--- src/rtl/bar_pkg.sv ---
// bar_pkg: shared types and constants for the bar-graph level controller.
//   btn_state_t : button FSM states (IDLE, DELAY, REPEAT)
//   LEVEL_W     : width of the half-step level register
//   LEVEL_MAX   : highest half-step level (7 rows x 2 half-steps)
package bar_pkg;

    typedef enum logic [1:0] {
        IDLE   = 2'd0,
        DELAY  = 2'd1,
        REPEAT = 2'd2
    } btn_state_t;

    localparam int LEVEL_W = 4;
    localparam logic [LEVEL_W-1:0] LEVEL_MAX = 4'd14;

endpackage

--- src/rtl/blink_gen.sv ---
// blink_gen: blink-phase prescaler for the bar-graph top row.
//   clk     : clock, rising edge
//   rst_n   : asynchronous active-low reset
//   restart : restart the blink so the next phase is a full "on" half-period
//   phase   : 1 = top row lit, 0 = top row dark; toggles every BLINK_HALF cycles
module blink_gen #(
    parameter int BLINK_HALF = 25_000_000
) (
    input  logic clk,
    input  logic rst_n,
    input  logic restart,
    output logic phase
);
    localparam int BCNT_W = $clog2(BLINK_HALF);
    localparam logic [BCNT_W-1:0] BCNT_LAST = BCNT_W'(BLINK_HALF - 1);

    logic [BCNT_W-1:0] bcnt;

    // restart beats a same-edge wrap so a new odd level is shown immediately
    always_ff @(posedge clk or negedge rst_n) begin
        if (!rst_n) begin
            bcnt  <= '0;
            phase <= 1'b1;
        end else if (restart) begin
            bcnt  <= '0;
            phase <= 1'b1;
        end else if (bcnt == BCNT_LAST) begin
            bcnt  <= '0;
            phase <= ~phase;
        end else begin
            bcnt  <= bcnt + BCNT_W'(1);
        end
    end

endmodule

--- src/rtl/bar_level_ctrl.sv ---
// bar_level_ctrl: half-step fill level (0..14) driven by debounced up/down
// buttons with hold-to-repeat, feeding the 7-row bar-graph decoder.
//   clk, rst_n : clock (rising edge), asynchronous active-low reset
//   inc, dec   : debounced up/down buttons, active high
//   clear      : synchronous clear to level 0, beats inc/dec
//   count      : level[3:1], decoder row count
//   blink      : level[0] & blink phase, decoder blink input
//   level      : current half-step level
//   full/empty : level at 14 / level at 0
module bar_level_ctrl
    import bar_pkg::*;
#(
    parameter int BLINK_HALF = 25_000_000,
    parameter int HOLD_CYC   = 50_000_000,
    parameter int REPEAT_CYC = 10_000_000
) (
    input  logic               clk,
    input  logic               rst_n,
    input  logic               inc,
    input  logic               dec,
    input  logic               clear,
    output logic [2:0]         count,
    output logic               blink,
    output logic [LEVEL_W-1:0] level,
    output logic               full,
    output logic               empty
);
    localparam int TMR_MAX = (HOLD_CYC > REPEAT_CYC) ? HOLD_CYC : REPEAT_CYC;
    localparam int TMR_W   = $clog2(TMR_MAX);
    localparam logic [TMR_W-1:0] HOLD_LOAD   = TMR_W'(HOLD_CYC - 1);
    localparam logic [TMR_W-1:0] REPEAT_LOAD = TMR_W'(REPEAT_CYC - 1);

    btn_state_t         state, state_nxt;
    logic [TMR_W-1:0]   tmr, tmr_nxt;
    logic               dir, dir_nxt;       // 1 = inc is the active button
    logic               armed, armed_nxt;   // low after clear until both buttons released
    logic [LEVEL_W-1:0] level_nxt;
    logic               held, other, restart, phase;

    function automatic logic [LEVEL_W-1:0] step_level(input logic [LEVEL_W-1:0] lv,
                                                      input logic up);
        if (up)
            return (lv >= LEVEL_MAX) ? LEVEL_MAX : lv + LEVEL_W'(1);
        else
            return (lv == '0) ? '0 : lv - LEVEL_W'(1);
    endfunction

    always_comb begin
        state_nxt = state;
        tmr_nxt   = tmr;
        dir_nxt   = dir;
        armed_nxt = armed;
        level_nxt = level;
        held      = dir ? inc : dec;
        other     = dir ? dec : inc;
        if (clear) begin
            level_nxt = '0;
            state_nxt = IDLE;
            tmr_nxt   = '0;
            armed_nxt = 1'b0;
        end else begin
            case (state)
                IDLE: begin
                    if (!inc && !dec)
                        armed_nxt = 1'b1;
                    if (armed && (inc ^ dec)) begin
                        level_nxt = step_level(level, inc);
                        dir_nxt   = inc;
                        tmr_nxt   = HOLD_LOAD;
                        state_nxt = DELAY;
                    end
                end
                DELAY, REPEAT: begin
                    if (!held || other) begin
                        state_nxt = IDLE;
                    end else if (tmr == '0) begin
                        // keeps timing while saturated; step_level holds the end value
                        level_nxt = step_level(level, dir);
                        tmr_nxt   = REPEAT_LOAD;
                        state_nxt = REPEAT;
                    end else begin
                        tmr_nxt   = tmr - TMR_W'(1);
                    end
                end
                default: state_nxt = IDLE;
            endcase
        end
    end

    always_ff @(posedge clk or negedge rst_n) begin
        if (!rst_n) begin
            state <= IDLE;
            tmr   <= '0;
            dir   <= 1'b0;
            armed <= 1'b1;
            level <= '0;
        end else begin
            state <= state_nxt;
            tmr   <= tmr_nxt;
            dir   <= dir_nxt;
            armed <= armed_nxt;
            level <= level_nxt;
        end
    end

    // a saturated step leaves level unchanged and must not restart the blink
    assign restart = clear | (level_nxt != level);

    blink_gen #(
        .BLINK_HALF(BLINK_HALF)
    ) u_blink (
        .clk    (clk),
        .rst_n  (rst_n),
        .restart(restart),
        .phase  (phase)
    );

    assign count = level[3:1];
    assign blink = level[0] & phase;
    assign full  = (level == LEVEL_MAX);
    assign empty = (level == '0);

endmodule

--- config.mk ---
export PLATFORM = sky130hd
export DESIGN_NAME = bar_level_ctrl
export DESIGN_NICKNAME = d
export VERILOG_FILES = /design/src/rtl/bar_pkg.sv /design/src/rtl/blink_gen.sv /design/src/rtl/bar_level_ctrl.sv
export SDC_FILE = /design/constraint.sdc
export NUM_CORES = 1
export LEC_CHECK = 0
export ABC_CLOCK_PERIOD_IN_PS = 3800
export CAP_MARGIN = 5
export CORE_UTILIZATION = 40
export CTS_BUF_LIST = sky130_fd_sc_hd__clkbuf_8
export DETAILED_ROUTE_END_ITERATION = 6
export PLACE_DENSITY = 0.65
export SLEW_MARGIN = 30
export SYNTH_ARGS = -nofsm -noshare
export SYNTH_HDL_FRONTEND = slang
export SYNTH_HIERARCHICAL = 1
export SYNTH_SLANG_ARGS = --single-unit
export TNS_END_PERCENT = 50
--- constraint.sdc ---
create_clock -name clk -period 3.8 [get_ports clk]
set_input_delay 1.14 -clock clk [delete_from_list [all_inputs] [get_ports clk]]
set_output_delay 1.14 -clock clk [all_outputs]
set_load 0.005 [all_outputs]
==> flow_summary.yaml <==
status:
  status: "finished clean"
synth:
  yosysTopAreaCell: "dfrtp_1"
  synth_area_leaders: "dfrtp_1 (37%), nor2_1 (4.9%), a21oi_1 (4.9%)"
  synth-seq-cells: 60
  synth_top_area_share_pct: 37.2
  async_flop_share_pct: 100
  synth_most_common_cell: "dfrtp_1"
  yosysWarningCount: 6
  synth_ff_type: "dfrtp_1"
  syn_inst: 458
  synth_fp_nets: 473
  ys_types: 60
  avgSynthCellArea_um2: 8.52
  syn_area_um2: 3900
  yosys-top-cells-count: "dfrtp_1 (58), nor2_1 (51), a21oi_1 (38), o21ai_0 (30), nand2_1 (27)"
  synth_edf_count: 0
  ys_seq_area_share_pct: 38.5
die:
  core_um2: 9330
  die_h_um: 101
  std_cell_rows: 35
  die_w_um: 101
  die_area_um2: 10200
  io_pins: 15
  start_util_pct: 41.9
cts:
  cts_sinks: 60
  cts_tree: "done"
  root_buffer: "clkbuf_8"
  clkLatencyLatePin_ns: 0.35
  clkSlewWorstSetupHoldPaths_ns: 0.07
  htree_levels: 3
  post_cts_buffers: 0
  ctsHoldBuffers: 0
  cts_buffers: 9
  cts_buffer_depth: 2
  ctsResizeCount: 0
route:
  vias: 3514
  route.detailed.drc: 0
  drtAntennaViolNets: 0
  via_per_inst: 5.83
  routed_wl_um: 9330
  route.detailed.wl_per_inst_um: 15.5
  drt_iter0_drc: 190
  drt_first_pass_iters: 5
power_and_ir_drop:
  peakVddDrop_mv: 0.259
  power.density_nw_per_um2: 506
  p_leak_uw: 0.00175
  power_uw: 2220
setup_path:
  cpMaxStageDelayCell: "clkdlybuf4s50_1"
  crit_top_cell: "nand3_1"
  critical_path.startpoint_type: "primary input"
  cp_top_family: "compound AO/OA/AOI/OAI gates"
  max_stage_delay_ns: 0.50
  cp.arrival_ns: 3.69
  r2r_cells: 9
  critPathCaptureType: "register"
  worstPathCellList: "clkdlybuf4s50_1 > inv_1 > ha_1 > nand3_1 > a311oi_1 > a21oi_1 > nand4_1 > nand3_1 > a211o_1 > o21bai_1 > buf_4 > nor2_1"
  path_class: "in2reg"
  reg2reg_setup_slack_ns: 0.66
  crit_path_max_fanout: 13
  cp.buffers_inverters: 3
  required_ns: 4.08
  cp.depth: 12
place:
  dp_hpwl_um: 6450
  portBuffers: 14
  place.gp.congestion: 0.866
  post_dp_cell_area_um2: 4190
cells_and_area:
  antenna_cells: 0
  final_area_um2: 4390
  final_nets: 484
  fillCellCount: 908
  syn_to_final_growth_pct: 12.4
  drive_above_1_share_pct: 10.3
sta:
  finalCritPeriodShare_pct: 89.9
  maxSlewHeadroom_pct: 48.9
  min_period_ns: 3.42
  setup_viol: 0
  hold_violations: 0
  drv_slew: 0
  rsz0062_at_grt: "false"
  max_slew.worst_pin.slew_ns: 0.759
  fmaxAchievable_mhz: 293
  tns_ns: 0
  worst_clock_skew_ns: 0.0130
global_routing:
  overflow: 0
  grt_pass1_vias: 3338
  track_usage_pct: 20.0
  grt_pass1_wl_um: 16000
  grt_max_degree: 31
  antenna_found_initial: 0
worst_hold_path:
  hold_depth: 1
  worstHoldPathType: "reg2reg"
job:
  drv_cap: 0
placed cells by master, fill, tap and decap left out, types with 3 or more instances in the layout:
master           synthesis  routed
a211oi_1                 5       5
a21oi_1                 38      38
a22oi_1                  5       5
a311oi_1                12      12
a31oi_1                  4       4
and3_1                   5       5
buf_4                    3      16
clkbuf_8                 0      10
clkdlybuf4s50_1          0      13
dfrtp_1                 58      58
ha_1                    10      10
inv_1                   18      18
nand2_1                 27      27
nand2b_1                 5       5
nand3_1                 15      15
nand4_1                  6       6
nor2_1                  51      51
nor3_1                  20      20
nor4_1                  10      10
nor4b_1                  5       5
o21a_1                   6       6
o21ai_0                 30      30
o21bai_1                 5       5
o31ai_1                 12      12
or2_2                    3       3
or3_1                   13      13
or4_1                    9       9
xnor2_1                 10      10
xor2_1                   4       4
final timing paths:
path                                  from              end
max                                    dec  u_blink/bcnt[3]
min                        u_blink/bcnt[0]  u_blink/bcnt[0]
max reg2reg                        tmr[20]  u_blink/bcnt[3]
min reg2reg                u_blink/bcnt[0]  u_blink/bcnt[0]
max in group asynchronous            rst_n    u_blink/phase
min in group asynchronous            rst_n         level[2]
layer usage:
layer  track usage [%]  up-vias  routed length [um]  part of all wire (%)
met1              27.4     1692                4390                    47
li1                  -     1728                   -                     -
met4              6.24        0                 121                   1.3
met2              31.7       80                4480                    48
met3              4.23       14                 335                   3.6
met5                 0        -                   0                     0
registers in the layout, summed over array words and instances, names as in the netlist:
| signal | flops |
|---|---|
| tmr | 26 |
| state | 2 |
| dir | 1 |
| u_blink/bcnt | 25 |
| armed | 1 |
| u_blink/phase | 1 |
| level | 4 |
layout make-up:
class	instances	area (um2)	share of cell area (%)
Multi-Input combinational cell	350	2200	50.1
Sequential cell	60	1500	34.3
Timing Repair Buffer	30	255	5.82
Tap cell	129	161	3.68
Clock buffer	10	138	3.14
Inverter	18	67.6	1.54
Clock inverter	6	63.8	1.45
through the flow:
step / hold slack [ns] / worst slack [ns] / std cells / utilization, %
2_1_floorplan: 0.433 / 0.283 / 458 / -
4_1_cts: 0.474 / 0.418 / 603 / 47.0
6_report: 0.469 / 0.384 / 603 / 47.0
3_3_place_gp: 0.451 / 0.124 / 587 / 44.9
5_1_grt: 0.512 / 0.204 / 603 / 47.0
3_5_place_dp: 0.464 / 0.0562 / 587 / 44.9
cells by family (layout without fill, tap and decap cells):
family / after synthesis / in the layout / synth area share, %
AOI/OAI and AO/OA: 136 / 136 / 22.8
xor gates and xnor gates: 14 / 14 / 3.14
adders and majority gates: 10 / 10 / 3.21
buffers and inverters: 48 / 64 / 5.16
DFF: 60 / 60 / 38.5
muxes: 2 / 2 / 0.513
and+or+nand+nor: 188 / 188 / 26.7
report_power, final:
part | internal, uW | total (uW) | leakage, uW | switching (uW)
logic | 315 | 863 | 0.000826 | 548
registers | 692 | 765 | 0.000821 | 73.3
clock network | 319 | 590 | 0.0000983 | 271
No activity file was read; power rests on OpenSTA's default activity.
==> variant 1: new RTL, same flow settings <==
Reset style: synchronous (`rst_n`), changed in 2 clocked blocks. Comments in the files are not updated.
--- a/src/rtl/blink_gen.sv
+++ b/src/rtl/blink_gen.sv
@@ -17,7 +17,7 @@
     logic [BCNT_W-1:0] bcnt;
 
     // restart beats a same-edge wrap so a new odd level is shown immediately
-    always_ff @(posedge clk or negedge rst_n) begin
+    always_ff @(posedge clk) begin
         if (!rst_n) begin
             bcnt  <= '0;
             phase <= 1'b1;
--- a/src/rtl/bar_level_ctrl.sv
+++ b/src/rtl/bar_level_ctrl.sv
@@ -87,7 +87,7 @@
         end
     end
 
-    always_ff @(posedge clk or negedge rst_n) begin
+    always_ff @(posedge clk) begin
         if (!rst_n) begin
             state <= IDLE;
             tmr   <= '0;
Behaviour: differs if rst_n is asserted again (counterexample within 4 cycles, from zero or initial values and one cycle with rst_n low); with rst_n held inactive, the same outputs for 10 cycles.
==> variant 1 against the original RTL <==
Sequential share of layout area decreased by 4.5 points. Area after synthesis shrank 8.3%. Clock skew fell by 3.1 ps. Sequential cell count stayed put. Cell area shrank 8.1%. Hold slack lost 9.8 ps. Count of clock-buffer cells in the layout up 1. Utilization shrank 0.59 points. Setup slack lost 87 ps. Register-to-register slack better by 330 ps. Wire length is 14% lower. Critical endpoint is now u_blink/bcnt[17].
Power is not compared: it rests on default switching activity, and its combinational part moved more than twofold at a synthesized area within 25%.
==> variant 1: results (changes against the original RTL) <==
- Outcome: finished, final reports clean
- Non-filler instance count after layout: 566 (-6.1%)
- Filler cells: 882 (-2.9%)
- Post-route clock skew: 9.91 ps (-3.09 ps)
- Detail Placement HPWL: 5.64 mm (-13%)
- GRT Total Usage: 17.8% (-2.2 points)
- Slew HR: 35.7% (-13 points)
- FF-to-FF setup slack: 990 ps (+330 ps)
- Ranking of synthesized cells by area: dfxtp_1 (34%), a21oi_1 (5.9%), nor2_1 (4.9%), o21ai_0 (4.2%), ha_1 (3.1%)
- Clock Path Buffers: 2 (unchanged)
- Crit-path max FO: 25 (+12)
- Register area share after synthesis: 33.5% (-5.0 points)
- Area leader, netlist: dfxtp_1
- Dpl cells: 550 (-6.3%)
- Largest net degree at the start of global routing: 33 (+6.5%)
- Wire per inst: 14.2 um (-8.1%)
- Worst Min Path Start: u_blink/bcnt[0]
- Vias in the first global route: 3037 (-9.0%)
- Syn_nets: 455 (-3.8%)
- Syn_area_per_cell: 8.12 sq um (-4.7%)
- Hold EP: u_blink/bcnt[0]
- Lkg Pwr: 1.31 nW
- DRT iter0 DRCs: 135 (-29%)
- Layout Nets: 467 (-3.5%)
- Port Buffers: 14 (unchanged)
- Async S/R FF share, synth: 0% (-100 points)
- Worst Path Arrival: 3780 ps (+90 ps)
- H-tree depth: 3 (unchanged)
- Drt first pass iters: 4 (-1)
- Share of layout cells above drive strength 1: 11.4% (+1.0 points)
- Reg2reg path depth: 10 (+1)
- HP Class: reg -> reg
- Post-synth EDFFs: 0 (unchanged)
- Biggest regs: tmr: 26 flops, u_blink/bcnt: 25 flops, level: 4 flops
- Antenna cell count: 0 (unchanged)
- Worst-Skew Late Latency: 350 ps (about the same)
- R2r startpoint: tmr[8]
- Worst Hold Depth: 1 (unchanged)
- R2r endpoint: u_blink/bcnt[17]
- Vias/cell: 5.86 (+0.53%)
- Synth cell count leaders: dfxtp_1 (60), nor2_1 (47), a21oi_1 (42)
- YS warnings: 6 (unchanged)
- Synth cell types: 68 (+13%)
- First-pass GRT wire length: 13.9 mm (-13%)
- Gpl congestion: 0.860 (-0.68%)
==> variant 1: cell types whose count changed after synthesis, sizes merged, moves of 6 or more <==
cell	before	now
nand3	15	22
nor2b	1	7
and4	2	8
inv	18	10
or4	11	5
dfrtp	58	0
nor3	21	14
dfxtp	0	60
o21a	6	0
nand4	8	15
==> variant 1: final cells by class <==
type / count / share of cell area (%)
Timing Repair Buffer: 28 / 6.39
Tap cell: 108 / 3.35
Clock inverter: 5 / 1.46
Sequential cell: 60 / 29.8
Inverter: 10 / 0.931
Clock buffer: 11 / 3.76
Multi-Input combinational cell: 344 / 54.3
==> variant 1: worst max path at each step <==
stage | end | slack (ps) | from
2_1_floorplan | u_blink/bcnt[21] | 280 | inc
3_3_place_gp | u_blink/bcnt[16] | 7 | dec
3_5_place_dp | u_blink/bcnt[17] | -90 | dec
4_1_cts | u_blink/bcnt[17] | 250 | dec
5_1_grt | u_blink/bcnt[16] | 30 | dec
6_report | u_blink/bcnt[17] | 300 | dec
==> variant 1: report_power, final <==
part,total [mW],internal [mW],switching (mW)
combinational,0.280,0.114,0.166
clock,0.607,0.339,0.268
sequential,0.670,0.646,0.0237
total,1.56,1.10,0.457
==> variant 1: critical path, stage by stage <==
cell and delay, ps:
clkdlybuf4s50_1 490, or3b_2 460, a21boi_0 240, nand4b_1 250, o211ai_1 240, o2111a_1 210
o2111ai_1 100, nor2b_1 220, o31ai_2 120, buf_12 170, a21oi_1 130
==> variant 1: metrics by stage <==
| stage | util [%] | TNS (ps) | setup WS (ps) | hold WS (ps) | instance area, sq um |
|---|---|---|---|---|---|
| after floorplan | - | 0 | 280 | 426 | 3580 |
| after global placement | 44.0 | 0 | 6.82 | 434 | 3820 |
| after detailed placement | 44.0 | -1210 | -92.0 | 448 | 3820 |
| after CTS | 46.5 | 0 | 248 | 464 | 4030 |
| after global routing | 46.5 | 0 | 26.2 | 487 | 4030 |
| final | 46.5 | 0 | 297 | 459 | 4030 |
==> variant 1: layer usage <==
layer / vias to the layer above / GRT usage, % / wire length [um]
met2: 75 / 28.8 / 3730
met3: 8 / 3.83 / 422
met5: - / 0 / 0
met4: 0 / 7.35 / 95
li1: 1681 / - / -
met1: 1552 / 23.0 / 3800
==> variant 1: timing repair <==
item                                    CTS  global route
resized for setup                         0             1
endpoints found under the setup margin    0             1
hold buffers                              0             0
==> variant 1: kinds of logic after synthesis <==
kind of cell,Yosys count,share of synthesized area (%)
adders and majority gates,9,3.14
buffers and inverters,37,5.31
DFF,60,33.5
and+or+nand+nor,198,32.1
AOI/OAI and AO/OA,120,21.7
xor gates and xnor gates,17,4.16
==> variant 2: new RTL, same flow settings <==
Without the edit above. Set the parameter `HOLD_CYC` to 200_000_000 (it was 50_000_000).
--- a/src/rtl/bar_level_ctrl.sv
+++ b/src/rtl/bar_level_ctrl.sv
@@ -11,7 +11,7 @@
     import bar_pkg::*;
 #(
     parameter int BLINK_HALF = 25_000_000,
-    parameter int HOLD_CYC   = 50_000_000,
+    parameter int HOLD_CYC   = 200_000_000,
     parameter int REPEAT_CYC = 10_000_000
 ) (
     input  logic               clk,
Function: same outputs for any inputs over 4 cycles, from zero or initial values and one cycle with rst_n low; that may be too few to reach the edited logic, so the function may still have changed.
==> variant 2 against the original RTL <==
Area after synthesis is 5.2% higher. Utilization shrank 0.25 points. Wire length is 8.7% higher. Critical path depth is 1 lower. Maximum frequency is 2.7% lower. Clock skew fell by 2.3 ps. Setup slack got worse by 93 ps. Sequential cell count increased by 2. Cell count rose by 5.8%. Cell area is 5.2% higher. Largest cell class unchanged.
Power is not compared: it rests on default switching activity, and its combinational part moved more than twofold at a synthesized area within 25%.
==> variant 2: results (changes against the original RTL) <==
- Outcome: finished, final reports clean
- Gpl congestion: 0.931 (+7.5%)
- Antenna cell count: 0 (unchanged)
- Max-slew violations: 0 (unchanged)
- Vias in the first global route: 3670 (+9.9%)
- Synth Flop Type: dfrtp_1
- Worst path max stage delay: 500 ps (about the same)
- Slowest stage cell, crit path: clkdlybuf4s50_1
- Lkg Pwr: 1.84 nW
- R2r endpoint: u_blink/bcnt[4]
- Port Buffers: 14 (unchanged)
- Filler cells: 963 (+6.1%)
- Share of layout cells above drive strength 1: 11.3% (+0.95 points)
- Initial antenna violation count: 0 (unchanged)
- IR drop worst, VDD: 0.000374 V
- Hold EP: u_blink/bcnt[0]
- Syn_area_per_cell: 8.47 sq um (-0.63%)
- Layout Nets: 515 (+6.4%)
- R2r startpoint: tmr[23]
- Detail Placement HPWL: 6.95 mm (+7.6%)
- Largest net degree at the start of global routing: 44 (+42%)
- Crit-path max FO: 24 (+11)
- Post-cts sizing count: 0 (unchanged)
- Worst slew pin tran: 804 ps (+44.9 ps)
- Wire per inst: 15.9 um (+2.7%)
- FF-to-FF setup slack: about 650 ps
- GRT Total Usage: 20.8% (+0.81 points)
- Async S/R FF share, synth: 100% (unchanged)
- Post-route clock skew: 10.7 ps (-2.28 ps)
- Biggest regs: tmr: 28 flops, u_blink/bcnt: 25 flops, level: 4 flops
- Reg2reg path depth: 9 (unchanged)
- First-pass GRT wire length: 17.5 mm (+9.0%)
- Dpl cells: 622 (+6.0%)
- Worst-path clk slew: around 80 ps
- HP Class: reg -> reg
- Ranking of synthesized cells by area: dfrtp_1 (37%), nor2_1 (5.1%), a21oi_1 (4.8%), o21ai_0 (4.8%), ha_1 (3.0%)
- Syn_nets: 500 (+5.7%)
- Synth cell count leaders: dfrtp_1 (60), nor2_1 (56), a21oi_1 (39), o21ai_0 (39), nand2_1 (28)
- Synth cell types: 68 (+13%)
- YS warnings: 6 (unchanged)
- Vias/cell: 5.92 (+1.6%)
- Drt first pass iters: 5 (unchanged)
- Worst Min Path Start: u_blink/bcnt[0]
- H-tree depth: 3 (unchanged)
- Root buffer cell: clkbuf_8
- Register area share after synthesis: 37.8% (-0.69 points)
- DRT iter0 DRCs: 228 (+20%)
- Clock buffer count from CTS: 9 (unchanged)
- Non-filler instance count after layout: 638 (+5.8%)
- Clock Path Buffers: 2 (unchanged)
==> variant 2: cell type report <==
type / count / area (sq um) / area share [%]
Clock buffer: 9 / 124 / 2.68
Clock inverter: 7 / 65.1 / 1.41
Inverter: 19 / 71.3 / 1.55
Multi-Input combinational cell: 373 / 2330 / 50.4
Sequential cell: 62 / 1550 / 33.7
Tap cell: 133 / 166 / 3.61
Timing Repair Buffer: 35 / 308 / 6.67
==> variant 2: worst max-delay path by stage <==
stage               cells after the start  start                to  slack, ps
floorplan                              11    inc  u_blink/bcnt[19]        260
global placement                       11    dec  u_blink/bcnt[20]         30
detailed placement                     11    dec   u_blink/bcnt[4]        -30
CTS                                    11    dec   u_blink/bcnt[4]        310
global route                           12    inc  u_blink/bcnt[24]         70
finish                                 11    dec  u_blink/bcnt[19]        290
==> variant 2: power by group <==
group          total [mW]  switching, mW  leakage, nW  internal (mW)
combinational        1.78           1.12        0.894          0.666
clock               0.566          0.267        0.101          0.299
sequential          0.932          0.149        0.843          0.782
==> variant 2: through the flow <==
step / hold slack (ps) / setup slack (ps) / cell area, sq um / setup TNS (ps)
detailed placement: 466 / -29.1 / 4430 / -309
global placement: 445 / 34.7 / 4420 / 0
finish: 468 / 290 / 4620 / 0
floorplan: 433 / 264 / 4110 / 0
CTS: 476 / 313 / 4620 / 0
global route: 505 / 68.5 / 4620 / 0
==> variant 2: routing by layer <==
layer / vias up / wire [um] / track usage (%)
met3: 14 / 428 / 4.37
met1: 1821 / 4800 / 27.5
met5: - / 0 / 0
met4: 0 / 108 / 6.61
li1: 1842 / - / -
met2: 100 / 4800 / 34.2
==> variant 2: cells by family after synthesis <==
logic type	share of synthesized area [%]
mux	0.731
buf+inv	5.64
compound gates	23.5
fa+ha+maj	3.05
xor+xnor	3.20
simple gates	26.1
flops	37.8
==> variant 2: worst max-delay path, delay by kind of cell <==
kind	cells	cell delay, ps
buffers and inverters	3	730
AOI/OAI and AO/OA	4	1190
and+or+nand+nor	3	390
adders and majority gates	1	320
